File: src/rtl/sample_bus_arbiter.sv
// Round-robin arbiter/sequencer for the shared sample bus: grants one channel,
// strobes it, captures the returned word and pushes it into the sample FIFO.
// Optional macro SAMPLE_ARB_TIMESTAMP_EN appends a timestamp word per sample.
module sample_bus_arbiter #(
  parameter int NUM_CHANNELS = 16,
  parameter int CHAN_BASE    = 0,
  parameter int POSITION     = 242,
  parameter int DATA_W       = 32
) (
  input  logic                    clk,
  input  logic                    rst,
  input  logic                    cmd_bus_en,
  input  logic                    cmd_bus_wr,
  input  logic [15:0]             cmd_bus_addr,
  input  logic [31:0]             cmd_bus_data,
  input  logic [NUM_CHANNELS-1:0] req,
  output logic [NUM_CHANNELS-1:0] grant,
  output logic                    output_sample,
  output logic [7:0]              channel_select,
  input  logic [DATA_W-1:0]       sample_data,
  output logic [DATA_W-1:0]       fifo_din,
  output logic                    fifo_wr_en,
  input  logic                    fifo_full,
  input  logic                    fifo_almost_full,
  output logic [15:0]             overflow_count,
  output logic                    busy
`ifdef SAMPLE_ARB_TIMESTAMP_EN
  ,input logic [31:0]             current_time
`endif
);

  localparam int PTR_W = $clog2(NUM_CHANNELS);
  localparam logic [15:0] MASK_ADDR = 16'(POSITION);
  localparam logic [15:0] CTRL_ADDR = 16'(POSITION + 1);
  localparam logic [PTR_W-1:0] LAST_IDX = PTR_W'(NUM_CHANNELS - 1);

`ifdef SAMPLE_ARB_TIMESTAMP_EN
  typedef enum logic [2:0] {
    IDLE     = 3'd0,
    SELECT   = 3'd1,
    CAPTURE  = 3'd2,
    WRITE    = 3'd3,
    WRITE_TS = 3'd4
  } state_t;
`else
  typedef enum logic [1:0] {
    IDLE    = 2'd0,
    SELECT  = 2'd1,
    CAPTURE = 2'd2,
    WRITE   = 2'd3
  } state_t;
`endif

  state_t                  state_r;
  logic [NUM_CHANNELS-1:0] mask_r;
  logic                    run_r;
  logic [PTR_W-1:0]        rr_ptr_r;
  logic [PTR_W-1:0]        gnt_idx_r;
  logic [15:0]             overflow_r;
  logic [DATA_W-1:0]       out_word_r;
  logic [NUM_CHANNELS-1:0] grant_r;
  logic                    strobe_r;
  logic [7:0]              chan_sel_r;
`ifdef SAMPLE_ARB_TIMESTAMP_EN
  logic [31:0]             ts_r;
`endif

  logic [NUM_CHANNELS-1:0] eligible_s;
  logic [PTR_W-1:0]        pick_idx_s;
  logic                    pick_valid_s;
  logic                    can_grant_s;
  logic                    mask_wr_s;
  logic                    ctrl_wr_s;
  logic                    write_state_s;
  logic                    unused_s;

  // First eligible index at or after ptr, wrapping; MSB flags that one exists.
  function automatic logic [PTR_W:0] rr_pick(input logic [PTR_W-1:0] ptr,
                                             input logic [NUM_CHANNELS-1:0] elig);
    logic [PTR_W:0]   result;
    logic [PTR_W-1:0] idx;
    int               sum;
    result = '0;
    for (int i = NUM_CHANNELS - 1; i >= 0; i--) begin
      sum = int'(ptr) + i;
      if (sum >= NUM_CHANNELS) sum = sum - NUM_CHANNELS;
      else                     sum = sum;
      idx = PTR_W'(sum);
      if (elig[idx]) result = {1'b1, idx};
      else           result = result;
    end
    return result;
  endfunction

  // Eligibility, round-robin choice and command decode.
  always_comb begin
    eligible_s = req & mask_r;
    {pick_valid_s, pick_idx_s} = rr_pick(rr_ptr_r, eligible_s);
    can_grant_s = run_r & pick_valid_s & ~fifo_almost_full;
    mask_wr_s   = cmd_bus_en & cmd_bus_wr & (cmd_bus_addr == MASK_ADDR);
    ctrl_wr_s   = cmd_bus_en & cmd_bus_wr & (cmd_bus_addr == CTRL_ADDR);
`ifdef SAMPLE_ARB_TIMESTAMP_EN
    write_state_s = (state_r == WRITE) | (state_r == WRITE_TS);
`else
    write_state_s = (state_r == WRITE);
`endif
  end

  assign unused_s       = ^cmd_bus_data;
  assign grant          = grant_r;
  assign output_sample  = strobe_r;
  assign channel_select = chan_sel_r;
  assign fifo_din       = out_word_r;
  // The write decision follows fifo_full as seen during the write cycle itself.
  assign fifo_wr_en     = write_state_s & ~fifo_full;
  assign overflow_count = overflow_r;
  assign busy           = (state_r != IDLE);

  // Host-visible configuration and the saturating overflow counter.
  always_ff @(posedge clk or negedge rst) begin
    if (!rst) begin
      mask_r     <= '0;
      run_r      <= 1'b0;
      overflow_r <= 16'h0000;
    end else begin
      if (mask_wr_s) mask_r <= cmd_bus_data[NUM_CHANNELS-1:0];
      if (ctrl_wr_s) run_r  <= cmd_bus_data[0];
      if (ctrl_wr_s && cmd_bus_data[1])
        overflow_r <= 16'h0000;
      else if (write_state_s && fifo_full && (overflow_r != 16'hFFFF))
        overflow_r <= overflow_r + 16'h0001;
    end
  end

  // Transaction sequencer: IDLE -> SELECT -> CAPTURE -> WRITE (-> WRITE_TS).
  always_ff @(posedge clk or negedge rst) begin
    if (!rst) begin
      state_r    <= IDLE;
      rr_ptr_r   <= '0;
      gnt_idx_r  <= '0;
      grant_r    <= '0;
      strobe_r   <= 1'b0;
      chan_sel_r <= 8'h00;
      out_word_r <= '0;
`ifdef SAMPLE_ARB_TIMESTAMP_EN
      ts_r       <= 32'h0000_0000;
`endif
    end else begin
      case (state_r)
        IDLE: begin
          if (can_grant_s) begin
            state_r    <= SELECT;
            gnt_idx_r  <= pick_idx_s;
            strobe_r   <= 1'b1;
            grant_r    <= {{(NUM_CHANNELS-1){1'b0}}, 1'b1} << pick_idx_s;
            chan_sel_r <= 8'(CHAN_BASE + int'(pick_idx_s));
          end else begin
            strobe_r <= 1'b0;
            grant_r  <= '0;
          end
        end
        SELECT: begin
          strobe_r <= 1'b0;
          grant_r  <= '0;
          rr_ptr_r <= (gnt_idx_r == LAST_IDX) ? '0 : gnt_idx_r + PTR_W'(1);
`ifdef SAMPLE_ARB_TIMESTAMP_EN
          ts_r     <= current_time;
`endif
          state_r  <= CAPTURE;
        end
        CAPTURE: begin
          out_word_r <= sample_data;
          state_r    <= WRITE;
        end
        WRITE: begin
`ifdef SAMPLE_ARB_TIMESTAMP_EN
          out_word_r <= DATA_W'(ts_r);
          state_r    <= WRITE_TS;
`else
          state_r    <= IDLE;
`endif
        end
`ifdef SAMPLE_ARB_TIMESTAMP_EN
        WRITE_TS: begin
          state_r <= IDLE;
        end
`endif
        default: begin
          state_r  <= IDLE;
          strobe_r <= 1'b0;
          grant_r  <= '0;
        end
      endcase
    end
  end

endmodule

File: config.mk
export PLATFORM = sky130hd
export DESIGN_NAME = sample_bus_arbiter
export DESIGN_NICKNAME = d
export VERILOG_FILES = /design/src/rtl/sample_bus_arbiter.sv
export SDC_FILE = /design/constraint.sdc
export NUM_CORES = 1
export LEC_CHECK = 0
export CORE_MARGIN = 2
export CORE_UTILIZATION = 51
export DETAILED_ROUTE_END_ITERATION = 8
export PLACE_DENSITY = 0.82
export SYNTH_ARGS = -nofsm -noshare
export SYNTH_HDL_FRONTEND = slang
export SYNTH_SLANG_ARGS = --single-unit
File: constraint.sdc
create_clock -name clk -period 5.4 [get_ports clk]
set_input_delay 1.08 -clock clk [delete_from_list [all_inputs] [get_ports clk]]
set_output_delay 1.08 -clock clk [all_outputs]
set_load 0.1 [all_outputs]
==> results of run 1 <==
-- report_power, final --
| part | switching [mW] | total, mW | leakage (nW) | internal (mW) |
|---|---|---|---|---|
| registers | 0.00766 | 0.709 | 1.20 | 0.702 |
| logic | 0.169 | 0.265 | 2.19 | 0.0956 |
| clock network | 0.282 | 0.693 | 0.159 | 0.412 |
-- per-layer routing --
metal  share of wire  global-route usage  up-vias
met5               0                   0        -
met4           0.032              0.1149        0
met3           0.085             0.07912       61
met2            0.49              0.4916      339
met1            0.40              0.3663     3185
li1                -                   -     2828
-- area by class of cell --
class	count	area, um^2
multi-input combinational	525	4453
clock buffer	10	229.0
fill	1004	4676
clock inverter	6	93.84
inverter	13	48.80
sequential	92	2302
tap	180	225.2
timing repair buffer	172	1692
-- metrics by stage --
step	hold WS, ns	power [mW]	std cells
finish	0.4822	1.667	998
global route	0.5100	1.711	998
CTS	0.4859	1.675	998
detailed placement	0.4707	0.9862	982
global placement	0.4639	0.9814	982
floorplan	0.4990	0.8694	674
-- final timing paths --
kind	startpoint	cells past startpoint	to
worst max-delay path	req[0]	12	grant[9]$_DFFE_PN0P_
worst min-delay path	grant[14]$_DFFE_PN0P_	2	grant[14]$_DFFE_PN0P_
worst max register to register	rr_ptr_r[1]$_DFFE_PN0P_	10	channel_select[0]$_DFFE_PN0P_
worst min register to register	grant[14]$_DFFE_PN0P_	2	grant[14]$_DFFE_PN0P_
max in group asynchronous	rst	2	rr_ptr_r[3]$_DFFE_PN0P_
min in group asynchronous	rst	1	fifo_din[4]$_DFFE_PN0P_
-- worst register-to-register path: cells and delay by family (launching register included) --
family / cells / cell delay, ns
compound gates: 4 / 1.34
mux: 2 / 1.15
fa+ha+maj: 1 / 0.57
xor+xnor: 1 / 0.41
flops: 1 / 0.35
buf+inv: 1 / 0.30
simple gates: 1 / 0.15
-- kinds of logic after synthesis --
| logic type | after synthesis |
|---|---|
| buf+inv | 57 |
| fa+ha+maj | 13 |
| compound gates | 138 |
| simple gates | 232 |
| other cells | 1 |
| flops | 92 |
| mux | 108 |
| xor+xnor | 30 |
-- placed cells by master, fill, tap and decap left out, types with 7 or more instances in the layout --
cell type,count
o21ai_0,23
nor2_1,33
buf_4,16
ha_1,13
nor3_1,7
nand2_1,82
o41ai_2,15
xor2_1,11
a211oi_1,7
dfrtp_1,92
o22ai_1,11
and2_1,21
a21oi_1,16
mux2i_1,13
nand4b_1,9
clkdlybuf4s50_1,155
nand3_1,20
mux4_2,28
inv_1,10
nand4_1,17
xnor2_1,14
and4_1,10
clkbuf_16,9
o2111ai_1,8
mux2_2,60
-- registers in the layout, summed over array words and instances (netlist names) --
| name | flops |
|---|---|
| fifo_din | 32 |
| grant | 16 |
| mask_r | 16 |
| overflow_count | 16 |
| channel_select | 4 |
| rr_ptr_r | 4 |
| state_r | 2 |
| output_sample | 1 |
| run_r | 1 |
==> flow_metrics.tcl, run 1 <==
set metrics [dict create \
    fmax_mhz 225.1 \
    max_slew_margin 0.3046 \
    final_area_mm2 0.009044 \
    gr-total-overflow 0 \
    yosysWarningCount 0 \
    drt_pass1_iterations 5 \
    grt_setup_unrepaired "no" \
    outcome "completed" \
    netlist.area_leader.share 0.3253 \
    cts-hold-fix-buffers 0 \
    yosysMostFrequentCell "dfrtp_1" \
    final_layout_size_suffix_gt1_frac 0.1956 \
    dp_hpwl_mm 16.46 \
    area_enclosed_by_the_die_boundary_mm2 0.01484 \
    placement.cell_area_mm2 0.008721 \
    ioPinCount 177 \
    worstSetupPathType "in2reg" \
    peakVddDrop_v 0.0002266 \
    synth-compound-area-share 0.1610 \
    timing.critical_path.slowest_stage_cell "mux4_2" \
    synthTopCellsByArea "dfrtp_1 (33%), mux2_2 (9.5%), mux4_2 (8.9%), nand2_1 (4.3%), o41ai_2 (3.4%)" \
    global_route.usage.total 0.2951 \
    combinational_family_with_the_most_area_after_synthesis "multiplexers" \
    power.density_mw_per_mm2 184.4 \
    post-route-worst-setup-slack_ns 0.9583 \
    ctsRootBufferMaster "clkbuf_16" \
    worst-path-max-fanout 8 \
    final.min_clock_period_ns 4.442 \
    setup_violations 0 \
    postSynthCellCount 671 \
    yosys-mux-area-fraction 0.2245 \
    setup.worst_path.end_class "flop" \
    placeableCoreArea_mm2 0.01372 \
    p_leak_nw 3.550 \
    post_synth.cell_area_avg_um2 10.55 \
    synth-edff-count 0 \
    fraction_of_the_mapped_netlist_area_in_simple_logic_gates 0.1729 \
    cts_tree "built" \
    finalSetupTns_ns 0 \
    portBuffers 156 \
    drt-vias-per-instance 6.426 \
    yosys_register_bits 92 \
    drt_iter0_drc 587 \
    gates_resized_cts_repair 0 \
    synth_cell_type_count 74 \
    max_stage_delay_ns 0.51 \
    grt_first_pass_wirelength_mm 33.73 \
    htree_levels 3 \
    route.vias.total 6413 \
    routed_wirelength_mm 21.63 \
    synth.largest_area_cell "dfrtp_1" \
    antenna_violations_before_repair 0 \
    final_antenna_net_count 0 \
    finClkSkew_ns 0.008174 \
    drt-wirelength-per-cell_um 21.68 \
    fin_crit_sh 0.8225 \
    final_core_util 0.6592 \
    clkLatencyLatePin_ns 0.35 \
    post_cts.repair.setup_buffers 0 \
    num-nets-final 928 \
    timing_worst_slew_pin_value_ns 1.040 \
    grt_max_degree 62 \
    worstPathCellList "clkdlybuf4s50_1 > and2_1 > mux4_2 > mux2i_1 > o21ai_1 > a2111oi_2 > o21ai_1 > a31oi_1 > buf_4 > or3b_1 > buf_12 > o41ai_2" \
    max-clock-path-buffers 2 \
    drt_drc_violations_left 0 \
    cts_buffers 9 \
    critical_path_arrival_ns 4.67 \
    final_max_tran_viols 0 \
    crit_path_frequent_cell "o21ai_1" \
    start_util 0.5159 \
    cpLargestDelayFamily "compound AO/OA/AOI/OAI gates" \
    worst-path-buf-inv 3 \
    post_synthesis_xor_xnor_area_fraction 0.04561 \
    vias_in_the_first_global_route 6387 \
    clock_pin_slew_worst_setup_and_hold_paths_ns 0.07 \
    cp_data_required_time_ns 5.63 \
    timing.reg2reg.setup_slack_ns 0.99 \
    timing_hold_violations_final 0 \
    post_synth_most_frequent_cells "dfrtp_1 (92), nand2_1 (82), mux2_2 (60)" \
    floorplan.die.width_um 121.8 \
    area_delta_synth_final_pct 27.77 \
    maxCapViolCount 0 \
    yosys_most_used_dff "dfrtp_1" \
    pre_cts_slack_ns 0.7701 \
    hold_wc_path_type "reg2reg" \
    synth_area_mm2 0.007078 \
    synthAdderAreaFrac 0.02298 \
    die_h_um 121.8 \
    antenna-diode-count 0 \
    gp_congestion 0.9856 \
    clkSinkCount 92 \
    worst_setup_path_start_kind "primary input" \
    rows 43 \
    share_of_async_settable_or_async_resettable_flops_after_synthesis 1.000 \
    ys_seq_area_frac 0.3253 \
]
Power figures use the tool's default switching activity.
==> run 2, diff against run 1 <==
==> constraint.sdc (replaced) <==
create_clock -name clk -period 4.2 [get_ports clk]
set_input_delay 0.84 -clock clk [delete_from_list [all_inputs] [get_ports clk]]
set_output_delay 0.84 -clock clk [all_outputs]
set_load 0.1 [all_outputs]
==> run 2 against run 1 <==
  * Core utilization up 2.9 points
  * Flip-flop and latch count unchanged
  * Die area unchanged
  * Clock power up 28%
  * Sequential share of layout area is 1.1 points lower
  * Count of clock-buffer cells in the layout stayed put
  * Critical path type unchanged
  * Routed wire length grew 4.6%
  * Total power grew 29%
==> flow_metrics.tcl, run 2 (same netlist as run 1, synthesis figures left out) <==
set metrics [dict create \
    crit_path_frequent_cell "o21ai_1" \
    post_cts.repair.setup_buffers 0 \
    portBuffers 156 \
    final_max_tran_viols 0 \
    cts-hold-fix-buffers 0 \
    post-place-cells 1031 \
    gr-total-overflow 0 \
    max-clock-path-buffers 2 \
    htree_levels 3 \
    antenna-diode-count 0 \
    area_enclosed_by_the_die_boundary_mm2 0.01484 \
    gates_resized_cts_repair 0 \
    clock_power_share 0.410 \
    routed_wirelength_mm 22.62 \
    worst-path-max-fanout 8 \
    antenna_violations_before_repair 0 \
    cts_tree "built" \
    max_stage_delay_ns 0.49 \
    fill_cells 998 \
    final-seq-area_mm2 0.002302 \
    ioPinCount 177 \
    area_occupied_by_multi_input_gates_mm2 0.004453 \
    fmax_mhz 246.7 \
    whs_ns 0.4885 \
    num-nets-final 977 \
    p_leak_nw 3.789 \
    setup_violations 0 \
    clkSinkCount 92 \
    power.internal_mw 1.566 \
    rows 43 \
    total_power_mw 2.157 \
    clock_pin_slew_worst_setup_and_hold_paths_ns 0.07 \
    route.vias.total 6546 \
    start_util 0.5159 \
    worstPathCellList "clkdlybuf4s50_1 > and2_1 > mux4_2 > mux2i_1 > o21ai_1 > a2111oi_2 > o21ai_1 > a31oi_1 > or3b_1 > buf_4 > o41ai_2" \
    final.min_clock_period_ns 4.054 \
    gp_congestion 0.9447 \
    power_frac_seq 0.424 \
    cpLargestDelayFamily "compound AO/OA/AOI/OAI gates" \
    vias_in_the_first_global_route 6841 \
    worstSetupPathType "in2reg" \
    maxCapViolCount 0 \
    drt_iter0_drc 584 \
    ctsRootBufferMaster "clkbuf_16" \
    final_area_mm2 0.009447 \
    outcome "completed" \
    critical_path_arrival_ns 4.29 \
    dp_hpwl_mm 16.82 \
    placeableCoreArea_mm2 0.01372 \
    grt_first_pass_wirelength_mm 36.11 \
    drt-vias-per-instance 6.252 \
    floorplan.die.width_um 121.8 \
    worst_setup_path_start_kind "primary input" \
    grt_setup_unrepaired "no" \
    global_route.usage.total 0.3149 \
    final_antenna_net_count 0 \
    switching_power_mw 0.5904 \
    drt_drc_violations_left 0 \
    max_slew_margin 0.2980 \
    timing_worst_slew_pin_value_ns 1.050 \
    net_switching_fraction_of_the_power 0.2738 \
    cts_buffers 9 \
    placement.cell_area_mm2 0.009124 \
    cp_data_required_time_ns 4.43 \
    final_core_util 0.6886 \
    finClkSkew_ns 0.01199 \
    worst-path-buf-inv 2 \
    stdcell_count 1047 \
    area_delta_synth_final_pct 33.46 \
    combinational_cell_fraction_of_total_power 0.166 \
    clkLatencyLatePin_ns 0.34 \
    setup.worst_path.end_class "flop" \
    final_layout_size_suffix_gt1_frac 0.2422 \
    fin_crit_sh 0.9652 \
    timing_hold_violations_final 0 \
    drt_pass1_iterations 5 \
    final_cell_mix "clkdlybuf4s50_1 (154), dfrtp_1 (92), nand2_1 (82)" \
    hold_wc_path_type "reg2reg" \
    power.density_mw_per_mm2 228.3 \
    timing.critical_path.slowest_stage_cell "mux4_2" \
    drt-wirelength-per-cell_um 21.61 \
    largest_register_ffs 32 \
    peakVddDrop_v 0.0002812 \
    grt_max_degree 67 \
    layout.cells.most_common "clkdlybuf4s50_1" \
    die_h_um 121.8 \
]
[run 2: cell count changes in the layout (fill, tap and decap cells not counted), sizes merged]
cell / delta
buf: +50
clkdlybuf4s50: -1
clkinv: -1
clkinvlp: +1
[run 2: metal layers]
metal	vias up	GRT usage	wire length, um
li1	2944	-	-
met1	3189	0.3889	8823
met2	352	0.5272	11200
met3	61	0.07818	1837
met4	0	0.1315	767
met5	-	0	0
[run 2: final cells by class]
cell class / count / share of cell area
Inverter: 13 / 0.005166
Clock inverter: 6 / 0.009934
Sequential cell: 92 / 0.2437
Tap cell: 180 / 0.02384
Timing Repair Buffer: 221 / 0.2217
Multi-Input combinational cell: 525 / 0.4714
Clock buffer: 10 / 0.02424
[run 2: power groups by stage]
stage	Combinational (mW)	Sequential [mW]	Clock [mW]
after detailed placement	0.354	0.929	0
final	0.357	0.914	0.885
after global placement	0.349	0.928	0
after floorplan	0.0705	1.05	0
after CTS	0.358	0.914	0.896
after global routing	0.374	0.915	0.928
[run 2: path summary, 6_finish.rpt]
check                                   startpoint                        to  slack (ns)  cells after the start
setup / recovery                            req[2]     grant[10]$_DFFE_PN0P_        0.15                     11
hold / removal                grant[6]$_DFFE_PN0P_      grant[6]$_DFFE_PN0P_        0.49                      2
setup reg to reg           rr_ptr_r[1]$_DFFE_PN0P_     grant[10]$_DFFE_PN0P_        0.20                     11
hold reg to reg               grant[6]$_DFFE_PN0P_      grant[6]$_DFFE_PN0P_        0.49                      2
max in group asynchronous                      rst   rr_ptr_r[2]$_DFFE_PN0P_        2.72                      2
min in group asynchronous                      rst  fifo_din[17]$_DFFE_PN0P_        0.60                      1
[run 2: through the flow]
step                worst slack [ns]  setup TNS (ns)
global route                 0.04290               0
floorplan                     0.4085               0
CTS                           0.2127               0
finish                        0.1460               0
detailed placement           -0.1338         -0.9652
global placement            -0.08607         -0.6794
[run 2: worst register-to-register path: cells and delay by family (launching register included)]
family / cells / cell delay, ns
buffers and inverters: 2 / 0.28
adders and majority gates: 1 / 0.72
AOI/OAI and AO/OA: 5 / 1.40
muxes: 2 / 0.71
and+or+nand+nor: 1 / 0.41
DFF: 1 / 0.37
==> run 3, diff against run 2 <==
--- a/config.mk
+++ b/config.mk
@@ -8,7 +8,9 @@
 export CORE_MARGIN = 2
 export CORE_UTILIZATION = 51
 export DETAILED_ROUTE_END_ITERATION = 8
+export HOLD_SLACK_MARGIN = 0.15
 export PLACE_DENSITY = 0.82
+export SKIP_LAST_GASP = 1
 export SYNTH_ARGS = -nofsm -noshare
 export SYNTH_HDL_FRONTEND = slang
 export SYNTH_SLANG_ARGS = --single-unit
==> results of run 3 <==
Same layout as run 2: the final DEF is identical, and so are final timing and power.
